**src/rtl/mdu_iter_pkg.sv**
```systemverilog
// Shared definitions for the iterative multiply/divide unit: ALUop encodings
// and the controller state type.
package mdu_iter_pkg;

  localparam int ALUOP_WIDTH = 5;

  localparam logic [ALUOP_WIDTH-1:0] ALU_MUL  = 5'd15;
  localparam logic [ALUOP_WIDTH-1:0] ALU_DIV  = 5'd16;
  localparam logic [ALUOP_WIDTH-1:0] ALU_DIVU = 5'd17;
  localparam logic [ALUOP_WIDTH-1:0] ALU_REM  = 5'd18;
  localparam logic [ALUOP_WIDTH-1:0] ALU_REMU = 5'd19;

  typedef enum logic [1:0] {
    ST_IDLE = 2'd0,
    ST_MUL  = 2'd1,
    ST_DIV  = 2'd2,
    ST_FIN  = 2'd3
  } mdu_state_t;

endpackage

```
**src/rtl/mdu_iter_div_step.sv**
```systemverilog
// One restoring radix-2 division iteration: shift the next dividend bit into
// the partial remainder, subtract the divisor if it fits, emit one quotient bit.
module mdu_iter_div_step #(
  parameter int XLEN = 64
) (
  input  logic [XLEN-1:0] rem_in,
  input  logic [XLEN-1:0] quo_in,
  input  logic [XLEN-1:0] divisor,
  output logic [XLEN-1:0] rem_out,
  output logic [XLEN-1:0] quo_out
);

  logic [XLEN:0] rem_sh_s;
  logic [XLEN:0] diff_s;

  // trial subtraction with one extra bit so the borrow is the sign of diff_s
  always_comb begin
    rem_sh_s = {rem_in, quo_in[XLEN-1]};
    diff_s   = rem_sh_s - {1'b0, divisor};
    if (!diff_s[XLEN]) begin
      rem_out = diff_s[XLEN-1:0];
      quo_out = {quo_in[XLEN-2:0], 1'b1};
    end else begin
      rem_out = rem_sh_s[XLEN-1:0];
      quo_out = {quo_in[XLEN-2:0], 1'b0};
    end
  end

endmodule

```
**src/rtl/mdu_iter.sv**
```systemverilog
// Iterative RV64M multiply/divide unit: shift-add multiply and restoring divide,
// one bit per cycle, with valid/ready handshakes on both sides and flush.
module mdu_iter
  import mdu_iter_pkg::*;
#(
  parameter int XLEN = 64,
  parameter int ITER = XLEN
) (
  input  logic                   clk,
  input  logic                   reset,
  input  logic                   in_valid,
  output logic                   in_ready,
  input  logic [ALUOP_WIDTH-1:0] op,
  input  logic [XLEN-1:0]        src_a,
  input  logic [XLEN-1:0]        src_b,
  input  logic                   flush,
  output logic                   out_valid,
  input  logic                   out_ready,
  output logic [XLEN-1:0]        result,
  output logic                   busy
);

  localparam int CW = (ITER > 1) ? $clog2(ITER) : 1;
  localparam logic [XLEN-1:0] MIN_NEG = {1'b1, {(XLEN-1){1'b0}}};
  localparam logic [XLEN-1:0] ALL_ONE = {XLEN{1'b1}};
  localparam logic [XLEN-1:0] ZERO    = {XLEN{1'b0}};

  mdu_state_t    state_r, state_s;
  logic [CW-1:0] cnt_r, cnt_s;
  // acc: product (MUL) or partial remainder (DIV)
  // a:   multiplicand (MUL) or dividend/quotient shift register (DIV)
  // b:   multiplier (MUL) or divisor magnitude (DIV)
  logic [XLEN-1:0] acc_r, acc_s, a_r, a_s, b_r, b_s;
  logic            neg_q_r, neg_q_s, neg_r_r, neg_r_s, is_rem_r, is_rem_s;
  logic [XLEN-1:0] result_r, result_s;
  logic            out_valid_r, out_valid_s, in_ready_r, in_ready_s, busy_r, busy_s;

  logic [XLEN-1:0] mul_sum_s, step_rem_s, step_quo_s, fix_q_s, fix_r_s;
  logic            sgn_s, rem_op_s;

  mdu_iter_div_step #(.XLEN(XLEN)) u_div_step (
    .rem_in  (acc_r),
    .quo_in  (a_r),
    .divisor (b_r),
    .rem_out (step_rem_s),
    .quo_out (step_quo_s)
  );

  // next-state, datapath and output computation
  always_comb begin
    state_s     = state_r;
    cnt_s       = cnt_r;
    acc_s       = acc_r;
    a_s         = a_r;
    b_s         = b_r;
    neg_q_s     = neg_q_r;
    neg_r_s     = neg_r_r;
    is_rem_s    = is_rem_r;
    result_s    = result_r;
    out_valid_s = out_valid_r;
    mul_sum_s   = b_r[0] ? (acc_r + a_r) : acc_r;
    fix_q_s     = neg_q_r ? (ZERO - step_quo_s) : step_quo_s;
    fix_r_s     = neg_r_r ? (ZERO - step_rem_s) : step_rem_s;
    sgn_s       = (op == ALU_DIV) || (op == ALU_REM);
    rem_op_s    = (op == ALU_REM) || (op == ALU_REMU);

    case (state_r)
      ST_IDLE: begin
        if (in_valid && in_ready_r && !flush) begin
          case (op)
            ALU_MUL: begin
              state_s = ST_MUL;
              cnt_s   = CW'(ITER - 1);
              acc_s   = ZERO;
              a_s     = src_a;
              b_s     = src_b;
            end
            ALU_DIV, ALU_DIVU, ALU_REM, ALU_REMU: begin
              if (src_b == ZERO) begin
                state_s     = ST_FIN;
                result_s    = rem_op_s ? src_a : ALL_ONE;
                out_valid_s = 1'b1;
              end else if (sgn_s && (src_a == MIN_NEG) && (src_b == ALL_ONE)) begin
                state_s     = ST_FIN;
                result_s    = rem_op_s ? ZERO : src_a;
                out_valid_s = 1'b1;
              end else begin
                state_s  = ST_DIV;
                cnt_s    = CW'(ITER - 1);
                acc_s    = ZERO;
                a_s      = (sgn_s && src_a[XLEN-1]) ? (ZERO - src_a) : src_a;
                b_s      = (sgn_s && src_b[XLEN-1]) ? (ZERO - src_b) : src_b;
                neg_q_s  = sgn_s && (src_a[XLEN-1] ^ src_b[XLEN-1]);
                neg_r_s  = sgn_s && src_a[XLEN-1];
                is_rem_s = rem_op_s;
              end
            end
            default: begin
              state_s     = ST_FIN;
              result_s    = ZERO;
              out_valid_s = 1'b1;
            end
          endcase
        end else begin
          state_s = ST_IDLE;
        end
      end
      ST_MUL: begin
        if (flush) begin
          state_s     = ST_IDLE;
          out_valid_s = 1'b0;
        end else begin
          acc_s = mul_sum_s;
          a_s   = {a_r[XLEN-2:0], 1'b0};
          b_s   = {1'b0, b_r[XLEN-1:1]};
          if (cnt_r == CW'(0)) begin
            state_s     = ST_FIN;
            result_s    = mul_sum_s;
            out_valid_s = 1'b1;
          end else begin
            cnt_s = cnt_r - CW'(1);
          end
        end
      end
      ST_DIV: begin
        if (flush) begin
          state_s     = ST_IDLE;
          out_valid_s = 1'b0;
        end else begin
          acc_s = step_rem_s;
          a_s   = step_quo_s;
          // sign fixup is applied to the last step's outputs on the way into FIN
          if (cnt_r == CW'(0)) begin
            state_s     = ST_FIN;
            result_s    = is_rem_r ? fix_r_s : fix_q_s;
            out_valid_s = 1'b1;
          end else begin
            cnt_s = cnt_r - CW'(1);
          end
        end
      end
      ST_FIN: begin
        if (flush || out_ready) begin
          state_s     = ST_IDLE;
          out_valid_s = 1'b0;
        end else begin
          state_s = ST_FIN;
        end
      end
      default: begin
        state_s     = ST_IDLE;
        out_valid_s = 1'b0;
      end
    endcase

    in_ready_s = (state_s == ST_IDLE);
    busy_s     = (state_s != ST_IDLE);
  end

  // state and registered outputs
  always_ff @(posedge clk or posedge reset) begin
    if (reset) begin
      state_r     <= ST_IDLE;
      cnt_r       <= {CW{1'b0}};
      acc_r       <= ZERO;
      a_r         <= ZERO;
      b_r         <= ZERO;
      neg_q_r     <= 1'b0;
      neg_r_r     <= 1'b0;
      is_rem_r    <= 1'b0;
      result_r    <= ZERO;
      out_valid_r <= 1'b0;
      in_ready_r  <= 1'b1;
      busy_r      <= 1'b0;
    end else begin
      state_r     <= state_s;
      cnt_r       <= cnt_s;
      acc_r       <= acc_s;
      a_r         <= a_s;
      b_r         <= b_s;
      neg_q_r     <= neg_q_s;
      neg_r_r     <= neg_r_s;
      is_rem_r    <= is_rem_s;
      result_r    <= result_s;
      out_valid_r <= out_valid_s;
      in_ready_r  <= in_ready_s;
      busy_r      <= busy_s;
    end
  end

  assign in_ready  = in_ready_r;
  assign out_valid = out_valid_r;
  assign result    = result_r;
  assign busy      = busy_r;

endmodule

```
**config.mk**
```make
export PLATFORM = sky130hd
export DESIGN_NAME = mdu_iter
export DESIGN_NICKNAME = d
export VERILOG_FILES = /design/src/rtl/mdu_iter_pkg.sv /design/src/rtl/mdu_iter_div_step.sv /design/src/rtl/mdu_iter.sv
export SDC_FILE = /design/constraint.sdc
export NUM_CORES = 2
export LEC_CHECK = 0
export ABC_CLOCK_PERIOD_IN_PS = 18620
export CORE_MARGIN = 3
export CORE_UTILIZATION = 53
export CTS_CLUSTER_DIAMETER = 40
export CTS_CLUSTER_SIZE = 20
export DETAILED_ROUTE_END_ITERATION = 6
export HOLD_SLACK_MARGIN = 0.12
export PLACE_DENSITY = 0.78
export RECOVER_POWER = 50
export SYNTH_ARGS = -nofsm -noshare
export SYNTH_HDL_FRONTEND = slang
export SYNTH_HIERARCHICAL = 1
export SYNTH_SLANG_ARGS = --single-unit
export TNS_END_PERCENT = 20
```
**constraint.sdc**
```tcl
create_clock -name clk -period 18.62 [get_ports clk]
set_clock_uncertainty 0.05 [all_clocks]
set_input_delay 5.586 -clock clk [delete_from_list [all_inputs] [get_ports clk]]
set_output_delay 5.586 -clock clk [all_outputs]
set_load 0.03 [all_outputs]
```
# [Word level (Yosys, flattened, before mapping)]
# Cells that the tools add are included.
[op_classes] n_shift=0 magnitude_cmp=0 reduce_logical=27 mux=62 n_mul=0 eq_ne=24 n_div=0 n_addsub=7 bitwise_logic=3
[ops] cell="64-bit two-way mux" n=30
[ops] cell="64-bit case mux with 2 select lines" n=5
[ops] cell="64-bit case mux with 3 select lines" n=3
[ops] cell="1-bit by 64-bit subtractor with 64-bit output, first input constant" n=4
[ops] cell="64-bit == test, second input constant" n=2
[ops] cell="65-bit by 64-bit subtractor with 65-bit output" n=1
[ops] cell="64-bit adder" n=1
[ops] cell="64-bit logical NOT" n=1
[ops] cell="6-bit two-way mux" n=5
[ops] cell="6-bit case mux with 2 select lines" n=2
[ops] cell="5-bit == test, second input constant" n=4
[ops] cell="2-bit != test, second input constant" n=9
[ops] cell="7-bit AND reduction" n=2
[ops] cell="5-bit AND reduction" n=2
[ops] cell="1-bit two-way mux" n=9
[ops] cell="2-bit two-way mux" n=4
[ops] cell="8-bit AND reduction" n=1
[ops] cell="1-bit logical AND" n=7
[ops] cell="6-bit logical NOT" n=1
[ops] cell="3-bit by 1-bit != test with 1-bit output, second input constant" n=2
[ops] cell="3-bit != test, second input constant" n=2
[ops] cell="2-bit case mux with 3 select lines" n=1
[ops] cell="6-bit AND reduction" n=1
[ops] cell="2-bit nonzero test" n=3
[ops] cell="16 further kinds" n=21
[totals] mem_bits_ro=0 reg_bits=270 word_cells=135 mem_bits_rw=0 out_inout_bits=67 latchBits=0 in_bits=138 n_memories=0

# [Logic depth before layout (Yosys ltp)]
[logic_depth] depth_word=10 mapped_depth=26 mapped_depth_nobuf=25

# [Hierarchy]
# The synthesis kept the hierarchy.
[by_module_without_submodules] module="mdu_iter" n_inst=1 area_per_inst_um2=24601.1 seq_area_each_um2=6757.7 cells_each=3272
[by_module_without_submodules] module="mdu_iter_div_step" n_inst=1 area_per_inst_um2=5642.9 seq_area_each_um2=0.0 cells_each=785

# [Worst setup path after synthesis]
# No wires, ideal clock.
[synth_path] path_kind="input-to-reg" from="in src_a[10]" to="reg result_r[54], in the netlist result[54]" cell_stages=11 arrival_ns=8.295 required_time_ns=18.447 path_buffers=1 path_slack_ns=10.153 setup_ns=0.123 path_cell_list="or4_1 -> or4_1 -> nor4_1 -> and3_1 -> a211oi_2 -> o21ai_2 -> and2_1 -> buf_4 -> nand2_2 -> or2_0 -> o221a_1"
[synth_between] elab_chain_len=5
[synth_lines] element="start: declaration" line_no="mdu_iter.sv:14" rtl="input logic [XLEN-1:0] src_a,"
[synth_lines] element="64-bit == test" line_no="mdu_iter.sv:83" rtl="end else if (sgn_s && (src_a == MIN_NEG) && (src_b == ALL_ONE)) begin"
[synth_lines] element="1-bit logical AND (2 in a row)" line_no="mdu_iter.sv:83"
[synth_lines] element="4-bit != test (no line)"
[synth_lines] element="8-bit AND reduction (no line)"
[synth_lines] element="end signal: assignment" line_no="mdu_iter.sv:184" rtl="result_r <= result_s;"
[synth_lines] element="end: declaration" line_no="mdu_iter.sv:35" rtl="logic [XLEN-1:0] result_r, result_s;"
# Every way passes these cells.
# A chain may end at the register's enable or synchronous reset.

==> impl_metrics.csv <==
group,metric,value,unit
outcome,status,"complete, but fails checks",
outcome,violations,"capacitance limit, slew limit",
cts,cts_tree,"done",
cells_and_area,layout.nets,4311,
cts,clkSinkCount,270,
floorplanning,die_y,245,um
detailed_routing,highest_layer,"met4",
cts,root_buffer,"clkbuf_16",
cells_and_area,ff_latch_area,0.00676,mm2
cells_and_area,layout_commonest_cell,"nand2_1",
cells_and_area,fin_cells,4820,
worst_setup_path,crit_chain,"dlygate4sd3_1 -> clkinvlp_2 -> clkbuf_1",
sta,slew_viol_final,208,
cells_and_area,multi_input_area,0.0215,mm2
worst_setup_path,rr_worst_depth,25,
detailed_routing,initialDrtViolationCount,3892,
sta,fin_tns_setup,0,ns
cells_and_area,synthToLayoutAreaGrowth,11.5,%
yosys,ys_warn_count,6,
cts,postCtsHoldBufs,0,
cells_and_area,layout-drive-gt1-share,0.0656,
cts,cts_buffers,49,
detailed_routing,wl_met3,13.6,mm
sta,rsz0062_at_grt,"no",
sta,timing.hold.ws,0.425,ns
worst_setup_path,startpoint_type,"primary input",
yosys,synth_edf_count,0,
min_path,hp-class,"reg2reg",
cells_and_area,layout_common_cells,"nand2_1 (491), a21oi_1 (390), o21ai_0 (370), nor2_1 (358), dfrtp_1 (267)",
floorplanning,die_w,245,um
cts,clk_pin_slew,0.05,ns
place,place_congestion,1.03,
yosys,ys_ff_latch,270,
cts,h-tree-depth,2,
detailed_routing,dr.pass1.iters,6,
worst_setup_path,timing.critical_path.fanout_max,72,
sta,finalHoldViolCount,0,
detailed_routing,avgRoutedWirePerCell,22.8,um
sta,tightest_slew,3.88,ns
global_routing,grt_start_max_net_pins,198,
detailed_routing,viasPerCell,6.56,
yosys,ys_types,106,
floorplanning,fp-row-count,86,
detailed_routing,via_count,31624,
min_path,holdPathStages,2,
cts,clock_latency,0.60,ns
place,placement.io_buffers,204,
detailed_routing,routed_wl,110,mm
sta,setup_viol,0,
global_routing,grtUsageTotal,0.353,
worst_setup_path,critPathKind,"in2async",
cells_and_area,fin_area,0.0337,mm2
worst_setup_path,cp-end-kind,"async pin",
cts,cts.repair.resized,0,
yosys,synth-seq-area-share,0.223,
global_routing,overflow,0,
place,dpl.hpwl,83.7,mm
sta,fmax,0.0896,GHz
detailed_routing,met1Wirelength,48.7,mm
yosys,syn_avg_cell_area,7.45,um2
yosys,synth_fp_nets,4336,
cts,post_cts_buffers,0,
place,dp.cells,4729,
cells_and_area,fillCellCount,5185,
worst_setup_path,critPathSlowestCell,"clkbuf_1",
worst_setup_path,slowest_delay,2.83,ns
run,cap_violations,3,
yosys,synth_cells,4057,
floorplanning,die-area,0.0600,mm2
sta,fin_crit_sh,0.600,
detailed_routing,met2_length,44.3,mm
sta,min_period,11.16,ns
worst_setup_path,arrival,10.91,ns
yosys,netlist_area,0.0302,mm2
global_routing,antenna_found_initial,1,
yosys,synth_flop_cell,"dfrtp_1",
floorplanning,io_pins,205,
yosys,async_flop_share,1.00,
global_routing,grt_pass1_vias,28865,
worst_setup_path,cp_data_required_time,18.37,ns
place,place_area,0.0321,mm2
detailed_routing,drc_errors,0,
floorplanning,core,0.0557,mm2
cts,clockBufferDepth,3,
floorplanning,start_util,0.543,
cells_and_area,n_antenna_cell,0,
detailed_routing,ant_nets,0,
global_routing,grt_pass1_wl,168,mm
sta,maxSlewHeadroom,-1.58,
-- metrics by stage --
step	worst slack, ns	utilization
after detailed placement	7.96	0.575
after global placement	8.06	0.575
after CTS	8.53	0.605
after floorplan	5.55	-
after global routing	6.49	0.605
final	7.46	0.605
-- worst max-delay path: cells and delay by family --
| family | cells | cell delay [ns] |
|---|---|---|
| buffers and inverters | 3 | 5.19 |
-- layout make-up --
cell class / instances / area share
inverters: 144 / 0.0161
multi-input cells: 3324 / 0.637
flip-flops and latches: 270 / 0.200
clock buffers: 60 / 0.0394
repair buffers: 243 / 0.0694
well taps: 748 / 0.0278
clock inverters: 31 / 0.0101
-- registers in the layout (all words and copies together), names as in the netlist --
register   flops
a_r           64
is_rem_r       1
out_valid      1
cnt_r          6
acc_r         64
state_r        2
b_r           64
in_ready       1
neg_r_r        1
result        64
neg_q_r        1
busy           1
-- final timing paths --
check | endpoint | start | slack [ns]
min in group asynchronous | result[5] | reset | 6.33
max | b_r[62] | reset | 7.46
min | result[12] | result[12] | 0.42
max in group clk | acc_r[51] | src_a[9] | 8.40
max reg2reg | result[42] | a_r[63] | 9.91
min reg2reg | result[12] | result[12] | 0.42
-- cell families after synthesis --
kind of cell | after synthesis | share of synthesized area
AOI/OAI and AO/OA | 1396 | 0.292
xor gates and xnor gates | 352 | 0.102
adders and majority gates | 180 | 0.0717
buffers and inverters | 463 | 0.0692
DFF | 270 | 0.223
muxes | 100 | 0.0437
and+or+nand+nor | 1296 | 0.198
-- cells in the mapped netlist (47+ instances only) --
| cell type | n | area share |
|---|---|---|
| a21o_1 | 52 | 0.013 |
| a21oi_1 | 391 | 0.065 |
| a221oi_1 | 70 | 0.020 |
| a31oi_1 | 47 | 0.0097 |
| buf_2 | 50 | 0.0083 |
| buf_4 | 66 | 0.016 |
| clkbuf_1 | 185 | 0.023 |
| dfrtp_1 | 269 | 0.22 |
| ha_1 | 139 | 0.058 |
| inv_1 | 140 | 0.017 |
| mux2_4 | 59 | 0.029 |
| nand2_1 | 493 | 0.061 |
| nand3_1 | 66 | 0.011 |
| nand4_1 | 63 | 0.013 |
| nor2_1 | 361 | 0.045 |
| nor3_1 | 80 | 0.013 |
| o21ai_0 | 370 | 0.061 |
| o31ai_1 | 122 | 0.030 |
| xnor2_1 | 183 | 0.053 |
| xor2_1 | 169 | 0.049 |
-- layer usage --
| layer | vias up | GRT usage |
|---|---|---|
| li1 | 14789 | - |
| met1 | 14888 | 0.520 |
| met2 | 1750 | 0.499 |
| met3 | 197 | 0.0977 |
| met4 | 0 | 0.104 |
| met5 | - | 0 |
Power is left out: the tool's default activity adds up to more than one toggle a clock period on the data nets, which glitch-free logic cannot reach.
